==> config.mk <==
export PLATFORM = sky130hd
export DESIGN_NAME = spi_yanitlayici
export DESIGN_NICKNAME = d
export VERILOG_FILES = /design/src/rtl/spi_yanitlayici_pkg.sv /design/src/rtl/senkronlayici.sv /design/src/rtl/spi_yanitlayici.sv
export VERILOG_INCLUDE_DIRS = /design/src /design/src/rtl
export SDC_FILE = /design/constraint.sdc
export NUM_CORES = 1
export LEC_CHECK = 0
export CORE_UTILIZATION = 45
export DETAILED_ROUTE_END_ITERATION = 12
export PLACE_DENSITY = 0.66
export SLEW_MARGIN = 10
export SYNTH_ARGS = -nofsm -noshare
export SYNTH_HDL_FRONTEND = slang
export SYNTH_SLANG_ARGS = --single-unit
==> constraint.sdc <==
create_clock -name clk_i -period 3.04 [get_ports clk_i]
set_clock_uncertainty 0.05 [all_clocks]
set_input_delay 0.76 -clock clk_i [delete_from_list [all_inputs] [get_ports clk_i]]
set_output_delay 0.76 -clock clk_i [all_outputs]
set_load 0.02 [all_outputs]
==> src/rtl/sabitler.vh <==
// Shared SPI constants: transaction width and logic level aliases.
`ifndef SABITLER_VH
`define SABITLER_VH
`define SPI_TXN_SIZE 32
`define HIGH 1'b1
`define LOW  1'b0
`endif

==> src/rtl/spi_yanitlayici_pkg.sv <==
// Types and bit-order helpers for the SPI responder.
`include "sabitler.vh"

package spi_yanitlayici_pkg;

    localparam int TXN_W = `SPI_TXN_SIZE;
    localparam int CNT_W = $clog2(TXN_W);

    typedef struct packed {
        logic cpol;
        logic cpha;
        logic msb_first;
    } spi_cfg_t;

    // Bit that goes out next on MISO for the given bit order.
    function automatic logic out_bit(input logic [TXN_W-1:0] w, input logic msb);
        return msb ? w[TXN_W-1] : w[0];
    endfunction

    function automatic logic [TXN_W-1:0] shift_word(input logic [TXN_W-1:0] w, input logic msb);
        return msb ? {w[TXN_W-2:0], `LOW} : {`LOW, w[TXN_W-1:1]};
    endfunction

endpackage

==> src/rtl/senkronlayici.sv <==
// Multi-flop synchronizer for asynchronous pins, with a per-bit reset value.
module senkronlayici #(
    parameter int               WIDTH   = 1,
    parameter int               DEPTH   = 2,
    parameter logic [WIDTH-1:0] RST_VAL = '0
) (
    input  logic             clk_i,
    input  logic             rst_i,
    input  logic [WIDTH-1:0] d_i,
    output logic [WIDTH-1:0] q_o
);

    logic [DEPTH-1:0][WIDTH-1:0] pipe;

    always_ff @(posedge clk_i) begin
        if (rst_i) pipe <= {DEPTH{RST_VAL}};
        else       pipe <= {pipe[DEPTH-2:0], d_i};
    end

    assign q_o = pipe[DEPTH-1];

endmodule

==> src/rtl/spi_yanitlayici.sv <==
// SPI target: oversampled SCK/CSN/MOSI, all four modes, selectable bit order,
// single-word holding register for MISO data.
module spi_yanitlayici
    import spi_yanitlayici_pkg::*;
#(
    parameter int SYNC_STAGES = 2
) (
    input  logic                     clk_i,
    input  logic                     rst_i,
    input  logic                     cfg_cpol_i,
    input  logic                     cfg_cpha_i,
    input  logic                     cfg_msb_first_i,
    input  logic [`SPI_TXN_SIZE-1:0] tx_data_i,
    input  logic                     tx_valid_i,
    output logic                     tx_ready_o,
    output logic [`SPI_TXN_SIZE-1:0] rx_data_o,
    output logic                     rx_valid_o,
    output logic                     txn_abort_o,
    input  logic                     sck_i,
    input  logic                     csn_i,
    input  logic                     mosi_i,
    output logic                     miso_o,
    output logic                     miso_oe_o
);

    localparam logic [1:0] BOSTA = 2'd0;
    localparam logic [1:0] AKTAR = 2'd1;
    localparam logic [1:0] BEKLE = 2'd2;

    logic [2:0]       pins_s;
    logic             sck_s, csn_s, mosi_s;
    logic             sck_q, csn_q;
    logic [1:0]       state;
    logic [CNT_W-1:0] bit_cnt;
    spi_cfg_t         cfg_q;
    logic [TXN_W-1:0] rx_sh, rx_next;
    logic [TXN_W-1:0] tx_sh, load_word;
    logic [TXN_W-1:0] hold_data;
    logic             hold_full;
    logic             miso_q;

    // Pin order {mosi, csn, sck}; CSN presets high so reset looks idle.
    senkronlayici #(
        .WIDTH  (3),
        .DEPTH  (SYNC_STAGES),
        .RST_VAL({`LOW, `HIGH, `LOW})
    ) u_sync (
        .clk_i (clk_i),
        .rst_i (rst_i),
        .d_i   ({mosi_i, csn_i, sck_i}),
        .q_o   (pins_s)
    );

    assign sck_s  = pins_s[0];
    assign csn_s  = pins_s[1];
    assign mosi_s = pins_s[2];

    logic csn_fall, csn_rise, sck_edge, active;
    logic lead_ev, trail_ev, sample_ev, shift_ev, last_bit, word_done, reload;

    assign csn_fall  = csn_q & ~csn_s;
    assign csn_rise  = ~csn_q & csn_s;
    assign sck_edge  = sck_s ^ sck_q;
    assign active    = (state != BOSTA) & ~csn_s;
    assign lead_ev   = active & sck_edge & (sck_s != cfg_q.cpol);
    assign trail_ev  = active & sck_edge & (sck_s == cfg_q.cpol);
    assign sample_ev = cfg_q.cpha ? trail_ev : lead_ev;
    assign shift_ev  = cfg_q.cpha ? lead_ev : trail_ev;
    assign last_bit  = (bit_cnt == CNT_W'(TXN_W - 1));
    assign word_done = sample_ev & last_bit;
    assign reload    = csn_fall | word_done;
    assign load_word = hold_full ? hold_data : '0;
    assign rx_next   = cfg_q.msb_first ? {rx_sh[TXN_W-2:0], mosi_s}
                                       : {mosi_s, rx_sh[TXN_W-1:1]};

    always_ff @(posedge clk_i) begin
        if (rst_i) begin
            sck_q       <= `LOW;
            csn_q       <= `HIGH;
            state       <= BOSTA;
            bit_cnt     <= '0;
            cfg_q       <= '0;
            rx_sh       <= '0;
            rx_data_o   <= '0;
            rx_valid_o  <= `LOW;
            txn_abort_o <= `LOW;
        end else begin
            sck_q       <= sck_s;
            csn_q       <= csn_s;
            rx_valid_o  <= `LOW;
            txn_abort_o <= `LOW;
            if (csn_rise) begin
                state   <= BOSTA;
                bit_cnt <= '0;
                if (state != BOSTA && bit_cnt != '0) txn_abort_o <= `HIGH;
            end else if (csn_fall) begin
                state   <= AKTAR;
                bit_cnt <= '0;
                cfg_q   <= {cfg_cpol_i, cfg_cpha_i, cfg_msb_first_i};
            end else if (sample_ev) begin
                rx_sh <= rx_next;
                if (last_bit) begin
                    bit_cnt    <= '0;
                    rx_data_o  <= rx_next;
                    rx_valid_o <= `HIGH;
                    state      <= BEKLE;
                end else begin
                    bit_cnt <= bit_cnt + 1'b1;
                    state   <= AKTAR;
                end
            end else if (lead_ev && state == BEKLE) begin
                state <= AKTAR;
            end
        end
    end

    // cpha=0 puts the first bit out at CSN assertion; cpha=1 waits for the
    // first leading edge. A word boundary reloads without shifting.
    always_ff @(posedge clk_i) begin
        if (rst_i) begin
            tx_sh  <= '0;
            miso_q <= `LOW;
        end else if (csn_fall) begin
            if (cfg_cpha_i) begin
                tx_sh <= load_word;
            end else begin
                miso_q <= out_bit(load_word, cfg_msb_first_i);
                tx_sh  <= shift_word(load_word, cfg_msb_first_i);
            end
        end else if (word_done) begin
            tx_sh <= load_word;
        end else if (shift_ev) begin
            miso_q <= out_bit(tx_sh, cfg_q.msb_first);
            tx_sh  <= shift_word(tx_sh, cfg_q.msb_first);
        end
    end

    // Accept only when empty, so a same-cycle reload already saw "empty".
    always_ff @(posedge clk_i) begin
        if (rst_i) begin
            hold_full <= `LOW;
            hold_data <= '0;
        end else if (tx_valid_i && !hold_full) begin
            hold_full <= `HIGH;
            hold_data <= tx_data_i;
        end else if (reload && hold_full) begin
            hold_full <= `LOW;
        end
    end

    assign tx_ready_o = ~hold_full;
    assign miso_oe_o  = ~csn_s;
    assign miso_o     = miso_oe_o & miso_q;

endmodule

* Word-level counts from Yosys, hierarchy flattened
Cells that the tools add are included.
** Word-level totals
- Register bits after elaboration :: 150
- Logic and storage cells :: 86
** Operators by class
- Add/subtract/negate cells :: 1
- Equality and inequality tests :: 6
- Mux-type cells :: 25
- Bitwise logic cells :: 16
- Reduce and logical (&&, ||, !) cells :: 20
** Operator list (count)
- $mux 32 :: 8
- $mux 1 :: 13
- $and 1x1->1 :: 8
- $reduce_bool 2->1 :: 4
- $mux 2 :: 3
- $not 1->1 :: 6
- $reduce_and 3->1 :: 2
- $reduce_bool 3->1 :: 2
- $add 5x1->5 const B :: 1
- $eq 5x5->1 const B :: 1
- $mux 5 :: 1
- $reduce_bool 5->1 :: 1
- $logic_and 1x1->1 :: 4
- $ne 2x2->1 const B :: 2
- $reduce_and 4->1 :: 1
- $reduce_or 2->1 :: 2
- $reduce_or 4->1 :: 1
- $reduce_or 3->1 :: 1
- $eq 2x2->1 const B :: 1
- $reduce_and 2->1 :: 1
- $eq 1x1->1 :: 1
- $logic_not 1->1 :: 1
- $ne 1x1->1 :: 1
- $or 1x1->1 :: 1
- $xor 1x1->1 :: 1

* Logic depth before layout (Yosys ltp)
Gate-level depths: netlist of the first run.
- Depth after elaboration :: 10
- Mapped depth :: 10

* Cells and area by module
Synthesis of the first run repeated with hierarchy kept, for this count alone.
** Second synthesis, totals
- Cell total of the unflattened synthesis :: 837
- Area total of the unflattened synthesis :: 7425.9 um^2
** Modules (own cells, without submodules)
- spi_yanitlayici :: instances 1, cells each 822, area each 7245.7 um^2
- senkronlayici :: instances 1, cells each 15, area each 180.2 um^2

* Worst setup path before layout of the first run
No wires, ideal clock.
- Path type :: input -> register
- Start :: input cfg_msb_first_i
- End :: register tx_sh[21]
- Setup time :: 0.144 ns
- Arrival :: 2.083 ns
- Path slack :: 0.763 ns
- Stages :: 6
- Buffers on the path :: 2
- Cells stage by stage :: clkbuf_1 -> buf_1 -> mux2i_1 -> o21ai_0 -> a32oi_1 -> a311oi_2
** On the way
- Cells in the longest elaborated chain, start to end :: 3
** Ends and longest elaborated chain
- from (decl) :: line spi_yanitlayici.sv:12 : input logic cfg_msb_first_i,
- $mux 32 :: line spi_yanitlayici_pkg.sv:21 : return msb ? {w[TXN_W-2:0], `LOW} : {`LOW, w[TXN_W-1:1]};
- $mux 32 :: line spi_yanitlayici.sv:124 : if (cfg_cpha_i) begin
- $mux 32 :: line spi_yanitlayici.sv:123 : end else if (csn_fall) begin
- to (signal assigned) :: line spi_yanitlayici.sv:125 : tx_sh <= load_word;
- to (signal assigned) :: line spi_yanitlayici.sv:128 : tx_sh <= shift_word(load_word, cfg_msb_first_i);
- to (signal assigned) :: line spi_yanitlayici.sv:131 : tx_sh <= load_word;
- to (decl) :: line spi_yanitlayici.sv:37 : logic [TXN_W-1:0] tx_sh, load_word;
Every way passes these cells.
A chain may end at the register's enable or synchronous reset.

* Worst setup path in the final report of the first run
- Start :: register bit_cnt[1]
- End :: register rx_data_o[11]
** On the way
- Cells in the longest elaborated chain, start to end :: 2
** Ends and longest elaborated chain
- from (decl) :: line spi_yanitlayici.sv:34 : logic [CNT_W-1:0] bit_cnt;
- from (signal assigned) :: line spi_yanitlayici.sv:108 : bit_cnt <= bit_cnt + 1'b1;
- $eq 5x5->1 :: line spi_yanitlayici.sv:69 : assign last_bit = (bit_cnt == CNT_W'(TXN_W - 1));
- named net last_bit :: line spi_yanitlayici.sv:59 : logic lead_ev, trail_ev, sample_ev, shift_ev, last_bit, word_done, reload;
- $reduce_and 4->1 (no source line)
- to (signal assigned) :: line spi_yanitlayici.sv:104 : rx_data_o <= rx_next;
- to (decl) :: line spi_yanitlayici.sv:16 : output logic [`SPI_TXN_SIZE-1:0] rx_data_o,
The timed path passes the listed nets, and every way through them passes these cells.

==> impl_metrics.toml, run 1 <==
[synthesis]
syn-instance-count = 848
ys_ff_latch = 150
synth_top_family_by_area = "compound AO/OA/AOI/OAI gates"
synth_compound_area_share_pct = 23.32
ys.warnings.count = 0
synth_area_sq_um = 7426
synth_fa_ha_area_share_pct = 0.8425
synth_edf_count = 0
synth_xor_area_share_pct = 0.9773
ys_types = 53
avgSynthCellArea_sq_um = 8.757
synth_nets = 894
synth-main-ff-cell = "dfxtp_1"
synth.area.mux_share_pct = 13.83
synth_simple_gate_area_share_pct = 14.95
synth-async-reset-ratio_pct = 0
ys_seq_area_share_pct = 40.44

[place]
hpwl_mm = 11.12
portBuffers = 77
post_dp_cell_area_sq_um = 8302
dp.cells = 1077
gp_congestion = 0.8367
place_worst_setup_slack_ps = 652.1

[clocking]
cts_buffers = 17
clk_latency_ps = 420
cts_max_path_buffers = 2
cts.sink_count = 150
cts_root_buf = "clkbuf_16"
postCtsSetupBuffers = 0
postCtsResizedCells = 0
clk_pin_slew_ps = 70
tritoncts = "done"
htree_levels = 4
hold_buffers = 0

[timing]
final_hold_viol_count = 0
fin_tns_setup_ps = 0
worst_slew_pin_slew_ps = 811.3
rsz0062_at_grt = "no"
slew_violations = 0
max_freq_mhz = 407.3
slew_headroom_pct = 45.91
min_period_over_period_pct = 80.76
hold_slack_ps = 363.0
setup_slack_ps = 585.0
layout_min_cycle_time_ps = 2455
setup_viol = 0

[drt]
wirelength_mm = 17.40
vias_per_cell = 5.641
avgRoutedWirePerCell_um = 15.69
postRouteAntennaNets = 0
drcViolationCount = 0
drt_iter0_drc = 429
num_vias = 6256
drtPass1Iterations = 5

[critical_path]
rrSetupSlack_ps = 580
worstPathMaxFanout = 18
crit_chain = "ha_1 > and3_1 > ha_1 > nand2b_1 > nor4_4 > buf_4 > buf_4 > a21oi_1 > a211oi_1"
crit_slowest_cell = "dfxtp_1"
worstSetupEndpointType = "flop"
cp_data_required_time_ps = 3320
crit_buf_inv = 2
critPathArrivalTime_ps = 2730
critical_path_class = "reg -> reg"
cp-start-kind = "flop"
crit_family = "buffers and inverters"
critPathMaxStageDelay_ps = 400

[global_route]
grt_use_total_pct = 21.39
antenna_found_initial = 0
gr-total-overflow = 0
grt_max_degree = 65
grt_pass1_vias = 5911
grt_pass1_wl_mm = 29.01

[cells_and_area]
area_growth_pct = 19.73
design_area_sq_um = 8891
nFillCells = 1505
stdcell_count = 1109
multi_input_area_sq_um = 4020
register_area_sq_um = 3004
diodes = 0
fin_util_pct = 55.57
drive_gt1_share_pct = 12.32
nNetsFinal = 926

[floorplan]
ios = 78
fp.coreArea_sq_um = 16000
die_y_um = 130.5
start_util_pct = 46.41
rows = 46
dieArea_sq_um = 17020
die_x_um = 130.5

[power]
power_leakage_nw = 2.915
cellPowerDensity_nw_per_um2 = 516.6
ir_worst_vdd_uv = 426.2
power_mw = 4.593

[min_path]
hold_class = "reg -> reg"

[run]
max_cap_viol_count = 0

[outcome]
status = "finished, final reports clean"
## synthesized netlist by cell type (all sizes together), types with 3 or more instances
library cell | instances | area [sq um]
mux2i | 70 | 700.7
a311oi | 32 | 342.8
nand2b | 5 | 31.28
nor2 | 44 | 165.2
nor3 | 32 | 160.2
or2 | 4 | 25.03
o21ai | 35 | 175.2
nor2b | 8 | 50.05
nand3 | 7 | 35.03
dfxtp | 150 | 3003
a32oi | 29 | 254.0
ha | 5 | 62.56
clkbuf | 57 | 214.0
a21oi | 72 | 360.4
a211oi | 64 | 480.5
buf | 31 | 186.4
mux2 | 29 | 326.6
inv | 5 | 18.77
nor4 | 3 | 33.78
nand2 | 132 | 495.5
## worst register-to-register path, stage by stage (launching register included)
cell,delay (ps)
dfxtp_1,400
ha_1,220
and3_1,170
ha_1,310
nand2b_1,160
nor4_4,160
buf_4,280
buf_4,260
a21oi_1,100
a211oi_1,260
## layout make-up
type                            instances  share of cell area (%)
Clock buffer                           19                   4.982
Clock inverter                         13                   1.646
Inverter                                5                  0.2111
Multi-Input combinational cell        605                   45.22
Sequential cell                       150                   33.79
Tap cell                              216                   3.040
Timing Repair Buffer                  101                   11.12
## cells in the final DEF (no fill, tap or decap), types with 2 or more instances in the layout
master and n:
buf_4 21, dfxtp_1 149, inv_6 4, or3_1 2, clkinvlp_4 2, clkinv_2 2
a21oi_1 72, xor2_1 2, nor4_1 2, a211oi_1 64, mux2_2 29, a311oi_1 22
a2bb2oi_1 2, a311oi_2 10, nor2b_1 7, and3_1 2, nand2b_1 5, mux2i_1 70
a32oi_1 29, nor2_1 43, clkinv_4 3, clkdlybuf4s50_1 74, o21ai_0 35, or2_2 3
inv_1 5, buf_2 2, bufinv_16 2, nand2_1 132, buf_12 4, nand3_1 7
nor4b_1 2, and2_1 2, clkbuf_16 17, nor3_1 32, ha_1 4
## report_power, final
part | switching (mW) | total, mW | internal (mW)
clock | 0.863 | 2.10 | 1.24
sequential | 0.0641 | 2.09 | 2.02
combinational | 0.215 | 0.403 | 0.188
## flip-flops by register name, summed over array words and instances (netlist names)
signal and count:
hold_full 1, miso_q 1, rx_sh 32, cfg_q 3, bit_cnt 5, rx_valid_o 1
rx_data_o 32, state 2, u_sync.q_o 3, csn_q 1, tx_sh 32, u_sync.pipe 3
txn_abort_o 1, sck_q 1, hold_data 32
## metal layers
metal / wire, um / vias up / track usage, %
li1: - / 3167 / -
met1: 8068 / 2945 / 26.75
met2: 8352 / 127 / 36.42
met3: 794 / 17 / 5.619
met4: 187 / 0 / 5.747
met5: 0 / - / 0
## final timing paths
path                                 to  cells past startpoint                       from
max reg2reg  rx_data_o[11]$_SDFFE_PP0P_                      9    bit_cnt[1]$_SDFFE_PP0P_
min            u_sync.q_o[1]$_SDFF_PP1_                      1  u_sync.pipe[1]$_SDFF_PP1_
max          rx_data_o[11]$_SDFFE_PP0P_                      9    bit_cnt[1]$_SDFFE_PP0P_
min reg2reg    u_sync.q_o[1]$_SDFF_PP1_                      1  u_sync.pipe[1]$_SDFF_PP1_
## cell families (layout without fill, tap and decap cells)
family                   Yosys count  after routing
AND/OR/NAND/NOR                  250            250
XOR/XNOR                           5              5
flip-flops                       150            150
AO/OA/AOI/OAI                    246            246
multiplexers                      99             99
adder cells (fa/ha/maj)            5              5
buffers and inverters             93            138
(Power assumes the default switching activity.)
==> run 2: changes to the inputs <==
--- a/config.mk
+++ b/config.mk
@@ -8,7 +8,7 @@
 export LEC_CHECK = 0
 export CORE_UTILIZATION = 45
 export DETAILED_ROUTE_END_ITERATION = 12
-export PLACE_DENSITY = 0.66
+export PLACE_DENSITY = 0.68
 export SLEW_MARGIN = 10
 export SYNTH_ARGS = -nofsm -noshare
 export SYNTH_HDL_FRONTEND = slang
==> constraint.sdc (replaced) <==
create_clock -name clk_i -period 2.2 [get_ports clk_i]
set_clock_uncertainty 0.05 [all_clocks]
set_input_delay 0.55 -clock clk_i [delete_from_list [all_inputs] [get_ports clk_i]]
set_output_delay 0.55 -clock clk_i [all_outputs]
set_load 0.02 [all_outputs]
==> impl_metrics.toml, run 2 (same netlist as run 1, synthesis figures left out) <==
[outcome]
status = "finished, final reports clean"

[critical_path]
critPathMaxStageDelay_ps = 370
rrSetupSlack_ps = 10
crit_chain = "ha_4 > and3_4 > ha_4 > nand2b_4 > nor4_4 > buf_6 > buf_6 > and2_4 > clkbuf_16 > a211oi_1"
crit_buf_inv = 3
crit_family = "simple AND/OR/NAND/NOR gates"
cp-start-kind = "flop"
critPathArrivalTime_ps = 2430
critical_path_class = "reg -> reg"
worstSetupEndpointType = "flop"
worstPathMaxFanout = 6
cp_data_required_time_ps = 2450
crit_slowest_cell = "dfxtp_4"

[cells_and_area]
nNetsFinal = 944
fin_util_pct = 57.97
diodes = 0
drive_gt1_share_pct = 14.95
stdcell_count = 1126
final_common_cell = "dfxtp_1"
layout_common_cells = "dfxtp_1, nand2_1, a21oi_1, clkdlybuf4s50_1, mux2i_1"
area_growth_pct = 24.90

[timing]
layout_min_cycle_time_ps = 2186
max_freq_mhz = 457.5
setup_slack_ps = 14.05
slew_headroom_pct = 65.59
hold_slack_ps = 362.7
slew_violations = 0
min_period_over_period_pct = 99.36
final_hold_viol_count = 0
worst_slew_pin_slew_ps = 511.4
setup_viol = 0

[clocking]
cts.sink_count = 150
clk_latency_ps = 420
tritoncts = "done"
clk_pin_slew_ps = 60
htree_levels = 4
cts_root_buf = "clkbuf_16"
cts_max_path_buffers = 2
cts_buffers = 17

[power]
cellPowerDensity_nw_per_um2 = 670.7
power_leakage_nw = 3.080
ir_worst_vdd_uv = 563.4

[drt]
num_vias = 6395
drtPass1Iterations = 4
postRouteAntennaNets = 0
vias_per_cell = 5.679
drt_iter0_drc = 427
avgRoutedWirePerCell_um = 16.42
drcViolationCount = 0
wirelength_mm = 18.49

[floorplan]
die_y_um = 130.5
fp.coreArea_sq_um = 16000
die_x_um = 130.5
ios = 78
start_util_pct = 46.41
dieArea_sq_um = 17020
rows = 46

[min_path]
hold_class = "reg -> reg"

[place]
dp.cells = 1085
hpwl_mm = 10.81
gp_congestion = 0.9020
portBuffers = 77
place_worst_setup_slack_ps = 73.02

[global_route]
antenna_found_initial = 1
grt_pass1_wl_mm = 28.75
grt_use_total_pct = 21.14
gr-total-overflow = 0
grt_pass1_vias = 5829
grt_max_degree = 73

[run]
max_cap_viol_count = 0
-- run 2: cell types whose count changed in the layout (fill, tap and decap cells not counted), moves of 2 or more --
cell / delta
buf_12: +8
clkinvlp_4: +2
dfxtp_1: -2
clkdlybuf4s50_1: -2
buf_6: +4
clkbuf_16: +6
ha_4: +2
-- run 2: worst paths after layout --
path | end | depth (start not counted) | from
setup / recovery | rx_data_o[6]$_SDFFE_PP0P_ | 10 | bit_cnt[0]$_SDFFE_PP0P_
setup reg to reg | rx_data_o[6]$_SDFFE_PP0P_ | 10 | bit_cnt[0]$_SDFFE_PP0P_
hold / removal | u_sync.q_o[1]$_SDFF_PP1_ | 1 | u_sync.pipe[1]$_SDFF_PP1_
hold reg to reg | u_sync.q_o[1]$_SDFF_PP1_ | 1 | u_sync.pipe[1]$_SDFF_PP1_
-- run 2: power by group --
part           internal [mW]  switching [mW]  leakage, nW
clock                   1.59            1.18        0.266
sequential              2.79          0.0809         1.22
combinational          0.269           0.310         1.59
total                   4.65            1.57         3.08
-- run 2: per-layer routing --
metal	vias to the layer above	part of all wire (%)	GRT usage (%)
li1	3202	-	-
met3	17	4.6	5.985
met2	124	48	34.48
met5	-	0	0
met4	0	1.2	6.356
met1	3052	46	27.15
-- run 2: layout make-up --
type                    instances  area, sq um
fillers                      1465         6725
multi-input cells             605         4070
flip-flops and latches        150         3009
repair buffers                119         1345
clock buffers                  18        439.2
well taps                     216        270.3
clock inverters                13        122.6
inverters                       5        18.77
-- run 2: timing repair --
action	in CTS	in global routing
setup endpoints to repair	1	65
hold buffers	0	0
gates resized for setup	1	19
setup buffers	0	2
gates cloned	0	8
pin swaps	0	9
-- run 2: metrics by stage --
step	area (sq um)	power, mW	setup TNS, ps
2_1_floorplan	7426	3.306	0
3_3_place_gp	8459	3.503	0
3_5_place_dp	8459	3.510	0
4_1_cts	9020	6.266	0
5_1_grt	9275	6.481	-430.8
6_report	9275	6.221	0
